### config.mk
export PLATFORM = sky130hd
export DESIGN_NAME = spi_device_responder
export DESIGN_NICKNAME = d
export VERILOG_FILES = /design/src/rtl/spi_device_responder.sv
export SDC_FILE = /design/constraint.sdc
export NUM_CORES = 1
export LEC_CHECK = 0
export BUFFER_PORTS_ARGS = -buffer_cell sky130_fd_sc_hd__buf_2
export CAP_MARGIN = 20
export CORE_UTILIZATION = 30
export DETAILED_ROUTE_END_ITERATION = 16
export GPL_TIMING_DRIVEN = 0
export HOLD_SLACK_MARGIN = 0.15
export PLACE_DENSITY = 0.6
export SYNTH_ARGS = -nofsm -noshare
export SYNTH_HDL_FRONTEND = slang
export SYNTH_SLANG_ARGS = --single-unit
### constraint.sdc
create_clock -name clk_sys_i -period 1.7 [get_ports clk_sys_i]
set_input_delay 0.34 -clock clk_sys_i [delete_from_list [all_inputs] [get_ports clk_sys_i]]
set_output_delay 0.34 -clock clk_sys_i [all_outputs]
set_load 0.1 [all_outputs]
### src/rtl/spi_device_responder.sv
// spi_device_responder: mode-0 MSB-first SPI target, oversampled in clk_sys_i, with RX valid/ready and a one-entry TX holding register
module spi_device_responder #(
    parameter logic [7:0] TxIdleByte = 8'hFF
) (
    input  logic       clk_sys_i,
    input  logic       rst_sys_i,
    input  logic       spi_sck_i,
    input  logic       spi_cs_ni,
    input  logic       spi_mosi_i,
    output logic       spi_miso_o,
    output logic       spi_miso_en_o,
    output logic [7:0] rx_data_o,
    output logic       rx_valid_o,
    input  logic       rx_ready_i,
    output logic       rx_overflow_o,
    input  logic [7:0] tx_data_i,
    input  logic       tx_valid_i,
    output logic       tx_ready_o,
    output logic       tx_underrun_o
);
    logic [2:0] sck_q, cs_q;
    logic [1:0] mosi_q;
    logic [2:0] bit_cnt;
    logic [7:0] rx_shift, rx_byte, tx_shift, tx_next, hold_data;
    logic       sck_rise, sck_fall, cs_low, cs_fall;
    logic       rx_done, rx_load, tx_load, tx_shift_en, tx_accept;

    always_comb begin
        sck_rise    = sck_q[1] & ~sck_q[2];
        sck_fall    = ~sck_q[1] & sck_q[2];
        cs_low      = ~cs_q[1];
        cs_fall     = cs_low & cs_q[2];
        rx_byte     = {rx_shift[6:0], mosi_q[1]};
        rx_done     = cs_low & sck_rise & (bit_cnt == 3'd7);
        rx_load     = rx_done & (~rx_valid_o | rx_ready_i);
        tx_load     = cs_fall | (cs_low & sck_fall & (bit_cnt == 3'd0));
        tx_shift_en = cs_low & sck_fall & (bit_cnt != 3'd0);
        tx_accept   = tx_valid_i & tx_ready_o;
        // tx_ready_o doubles as the holding-register-empty flag
        tx_next     = tx_load ? (tx_ready_o ? TxIdleByte : hold_data) :
                      tx_shift_en ? {tx_shift[6:0], 1'b0} : tx_shift;
    end

    always_ff @(posedge clk_sys_i) begin
        if (rst_sys_i) begin
            sck_q         <= 3'b000;
            cs_q          <= 3'b111;
            mosi_q        <= 2'b00;
            bit_cnt       <= 3'd0;
            rx_shift      <= 8'h00;
            tx_shift      <= 8'h00;
            hold_data     <= 8'h00;
            spi_miso_o    <= 1'b0;
            spi_miso_en_o <= 1'b0;
            rx_data_o     <= 8'h00;
            rx_valid_o    <= 1'b0;
            rx_overflow_o <= 1'b0;
            tx_ready_o    <= 1'b1;
            tx_underrun_o <= 1'b0;
        end else begin
            sck_q         <= {sck_q[1:0], spi_sck_i};
            cs_q          <= {cs_q[1:0], spi_cs_ni};
            mosi_q        <= {mosi_q[0], spi_mosi_i};
            // CS high discards any partial byte and aborts framing
            bit_cnt       <= cs_low ? bit_cnt + {2'b00, sck_rise} : 3'd0;
            rx_shift      <= !cs_low ? 8'h00 : sck_rise ? rx_byte : rx_shift;
            tx_shift      <= tx_next;
            spi_miso_o    <= cs_low & tx_next[7];
            spi_miso_en_o <= cs_low;
            rx_data_o     <= rx_load ? rx_byte : rx_data_o;
            rx_valid_o    <= rx_done | (rx_valid_o & ~rx_ready_i);
            rx_overflow_o <= rx_done & rx_valid_o & ~rx_ready_i;
            hold_data     <= tx_accept ? tx_data_i : hold_data;
            tx_ready_o    <= tx_accept ? 1'b0 : (tx_load | tx_ready_o);
            tx_underrun_o <= tx_load & tx_ready_o;
        end
    end
endmodule

=== Word level (Yosys, flattened, before mapping) ===
Cells that the tools add are included.

* Add/subtract/negate cells: 1
* Eq/ne operators: 1
* Muxes and demuxes: 4
* Bitwise logic cells: 24
* Reductions and logical operators: 4

{| class="wikitable"
|+ Operators by type and width
! operator !! count
|-
| two-way mux 8 bit || 3
|-
| bitwise AND 1 bit || 15
|-
| inverter 1 bit || 5
|-
| bitwise OR 1 bit || 4
|-
| adder 3 x 1 -> 3 bit || 1
|-
| == test 3 bit, second input constant || 1
|-
| zero test 3 bit || 1
|-
| nonzero test 3 bit || 1
|-
| nonzero test 2 bit || 1
|-
| OR reduction 2 bit || 1
|-
| two-way mux 1 bit || 1
|}

* Register bits: 48
* Bits of input ports: 15
* Output and inout bits: 14
* Word-level logic and storage cells: 49

=== Logic depth before layout (Yosys ltp) ===
* Word-level depth: 7
* Mapped depth: 7
* Mapped depth without buffers: 6

=== Worst setup path before layout ===
OpenSTA, ideal clock, no wires.

* Kind: flip-flop to flip-flop
* Start: reg tx_ready_o
* End: reg tx_shift[5]
* Library setup time: 0.086 ns
* Data arrival time: 1.692 ns
* Data required time: 1.614 ns
* Setup slack: -0.078 ns
* Cell stages (with the launch flop): 5
* Path buffers: 2
* Period minus slack after synthesis: 1.778 ns
* Cells stage by stage: dfxtp_1 buf_6 clkbuf_1 nor3_1 a211oi_1

* Word-level cells in the longest chain between the ends: 2

{| class="wikitable"
|+ RTL lines
! what !! RTL line !! RTL
|-
| start: declaration || 18 || <nowiki>output logic tx_ready_o,</nowiki>
|-
| start signal: assignment || 74 || <nowiki>tx_ready_o <= tx_accept ? 1'b0 : (tx_load | tx_ready_o);</nowiki>
|-
| two-way mux 8 bit (2 in series) || 40 || <nowiki>tx_next = tx_load ? (tx_ready_o ? TxIdleByte : hold_data) :</nowiki>
|-
| end signal: assignment || 67 || <nowiki>tx_shift <= tx_next;</nowiki>
|-
| end: declaration || 24 || <nowiki>logic [7:0] rx_shift, rx_byte, tx_shift, tx_next, hold_data;</nowiki>
|}

No other way between the ends.
A chain may end at the register's enable or synchronous reset.

=== Worst setup path in the final report ===
* Start: reg sck_q[2]
* End: reg rx_data_o[5]

* Word-level cells in the longest chain between the ends: 5

{| class="wikitable"
|+ RTL lines
! what !! RTL line !! RTL
|-
| start: declaration || 21 || <nowiki>logic [2:0] sck_q, cs_q;</nowiki>
|-
| start signal: assignment || 61 || <nowiki>sck_q <= {sck_q[1:0], spi_sck_i};</nowiki>
|-
| inverter 1 bit || 29 || <nowiki>sck_rise = sck_q[1] & ~sck_q[2];</nowiki>
|-
| bitwise AND 1 bit || 29 ||
|-
| bitwise AND 1 bit (2 in series) || 34 || <nowiki>rx_done = cs_low & sck_rise & (bit_cnt == 3'd7);</nowiki>
|-
| bitwise AND 1 bit || 35 || <nowiki>rx_load = rx_done & (~rx_valid_o | rx_ready_i);</nowiki>
|-
| end signal: assignment || 70 || <nowiki>rx_data_o <= rx_load ? rx_byte : rx_data_o;</nowiki>
|-
| end: declaration || 12 || <nowiki>output logic [7:0] rx_data_o,</nowiki>
|}

No other way between the ends.

==> flow_summary.ini <==
[power]
clockPowerShare_pct = 31.3
p_leak_nw = 0.839
combPwrFrac_pct = 8.0
power.share.sequential_pct = 60.7
power.switching_uw = 453
vdd_drop_max_mv = 0.301
switching_share_pct = 23.4
p_per_area_nw_per_um2 = 931
power.total_mw = 1.93
p_int_mw = 1.48

[routing]
routed-wl-met2_mm = 1.43
firstDrtPassIters = 4
drc_errors = 0
wl_per_cell_um = 11.6
drtAntennaViolNets = 0
vias = 1278
drt-met1-wl_mm = 1.69
vias_per_cell = 4.53
wirelength_mm = 3.28
dr_wl_met3_um = 90
top_layer_used = met4
drt-initial-drc-count = 64

[placement]
place_ws_ns = 0.260
place_area_um2 = 2010
dp_hpwl_mm = 2.24
placedCellCount = 277
gp_congestion = 0.705
portBuffers = 26

[floorplanning]
io_pins = 29
rows = 27
die-area_um2 = 6260
die_x_um = 79.1
initial_core_util_pct = 31.8
die_h_um = 79.1
core_um2 = 5610

[yosys]
yosysWarnings = 0
yosys.cell_count.top_type = dfxtp_1
syn_nets = 196
synth_ff_type = dfxtp_1
synth_edf_count = 0
synthDistinctLibCells = 25
syn_area_um2 = 1790
synth_top_area_cell = dfxtp_1
syn_avg_cell_area_um2 = 9.97
synthCells = 179
async_flop_share_pct = 0
synth.area.top_cells = dfxtp_1 54%, mux2i_1 8.4%, nand2_1 5.3%, buf_6 5.0%, a21oi_1 4.5%
ys_ff_latch = 48
ys_top_cells_by_count = 48 x dfxtp_1, 25 x nand2_1, 16 x a21oi_1
yosysTopAreaCellShare_pct = 53.8
seq_area_frac_synth_pct = 53.8

[clock_network]
cts_tree = yes
clkTransAtPathRegs_ns = 0.08
cts_max_path_buffers = 2
root_buffer = clkbuf_8
hold_buffers = 0
numClockSinks = 48
cts_buffers = 5
postCtsSetupRepairBufs = 0
htreeDepth = 2
clk_latency_ns = 0.29
cts_resized = 0

[cells_and_area]
fill_cells = 595
final_core_util_pct = 37.0
fin_nets = 229
final_area_um2 = 2080
drive_gt1_share_pct = 22.9
num_antenna_cells = 0
stdcell_count = 282
area_growth_pct = 16.3

[global_route]
grt_start_max_net_pins = 13
first_global_vias = 1222
grt_antenna_before_repair = 0
grt-ovfl-total = 0
track_usage_pct = 11.4
grt_pass1_wl_mm = 5.46

[worst_setup_path]
path_cells = nand2b_1, buf_6, inv_6, and4b_1, buf_6, mux2i_1, nor2_1
critical_path_arrival_ns = 1.61
cp-end-kind = register
path_class = register to register
critPathMaxFanout = 10
cp_top_family = simple AND/OR/NAND/NOR gates
start_kind = register
crit_slowest_cell = dfxtp_1
cp_num_buf_inv = 3
max_stage_delay_ns = 0.31
required_ns = 1.86
path_common_cell = buf_6
r2r_slack_ns = 0.25

[sta]
fmax_mhz = 689
fin_hold_ws_ns = 0.224
hold_violations = 0
grt_setup_unrepaired = no
worstMarginPinSlew_ns = 0.584
worst_slack_ns = 0.248
fin_setup_tns_ns = 0
setup_viol = 0
slew_headroom_pct = 61.0
maxSlewViolCount = 0
post-route-period-util_pct = 85.4
skew_ns = 0.00504
finalCriticalPeriod_ns = 1.45

[run_status]
status = finished, final reports clean

[hold_path]
min_path_type = primary input to register

[run]
max-cap-violations = 0
cell type report:
class | instances | area (um^2) | area share, %
Sequential cell | 48 | 963 | 46.4
Multi-Input combinational cell | 117 | 707 | 34.0
Clock buffer | 5 | 68.8 | 3.31
Timing Repair Buffer | 26 | 130 | 6.27
Inverter | 2 | 12.5 | 0.602
Tap cell | 72 | 90.1 | 4.34
Buffer | 12 | 105 | 5.06
worst paths after layout:
check                                    startpoint                        end  depth (start not counted)
worst min register to register   cs_q[0]$_SDFF_PP1_         cs_q[1]$_SDFF_PP1_                          1
worst max register to register  sck_q[2]$_SDFF_PP0_  rx_data_o[5]$_SDFFE_PP0P_                          7
worst min-delay path                      spi_cs_ni         cs_q[0]$_SDFF_PP1_                          2
worst max-delay path            sck_q[2]$_SDFF_PP0_  rx_data_o[5]$_SDFFE_PP0P_                          7
registers in the layout, summed over array words and instances, names as in the netlist, 2 cells and up:
name and flops:
rx_data_o 8, mosi_q 2, tx_shift 8, hold_data 8, rx_shift 7, cs_q 3, bit_cnt 3, sck_q 3
placed cells by master (no fill, tap or decap), drive strengths merged, types with 8 or more instances in the layout:
| master | netlist | routed |
|---|---|---|
| mux2i | 15 | 15 |
| buf | 8 | 34 |
| clkbuf | 4 | 9 |
| a211oi | 9 | 9 |
| nand2 | 25 | 25 |
| nand3 | 8 | 8 |
| a21oi | 17 | 17 |
| dfxtp | 48 | 48 |
| nor2 | 9 | 9 |
| nor3 | 10 | 10 |
power groups by stage:
stage	clock network [mW]	logic [mW]	registers [mW]
detailed placement	0	0.155	1.20
global route	0.671	0.169	1.18
finish	0.606	0.154	1.17
CTS	0.626	0.156	1.17
global placement	0	0.153	1.20
floorplan	0	0.0890	1.22
metal layers:
metal	track usage, %	up-vias
met5	0	-
met4	4.91	0
met2	17.8	18
met3	3.10	5
li1	-	671
met1	14.6	584
logic make-up (layout without fill, tap and decap cells):
group                      after synthesis  after routing  share of synthesized area [%]
muxes                                   15             15                           8.41
and+or+nand+nor                         72             72                           20.1
AOI/OAI and AO/OA                       27             27                           9.18
adders and majority gates                2              2                           1.40
xor gates and xnor gates                 1              1                          0.491
DFF                                     48             48                           53.8
buffers and inverters                   14             45                           6.59
worst register-to-register path, delay by kind of cell, from the launching register on:
| kind | cells | cell delay, ns |
|---|---|---|
| buffers and inverters | 3 | 0.39 |
| AND/OR/NAND/NOR | 3 | 0.42 |
| multiplexers | 1 | 0.19 |
| flip-flops | 1 | 0.31 |
(Power assumes the default switching activity.)
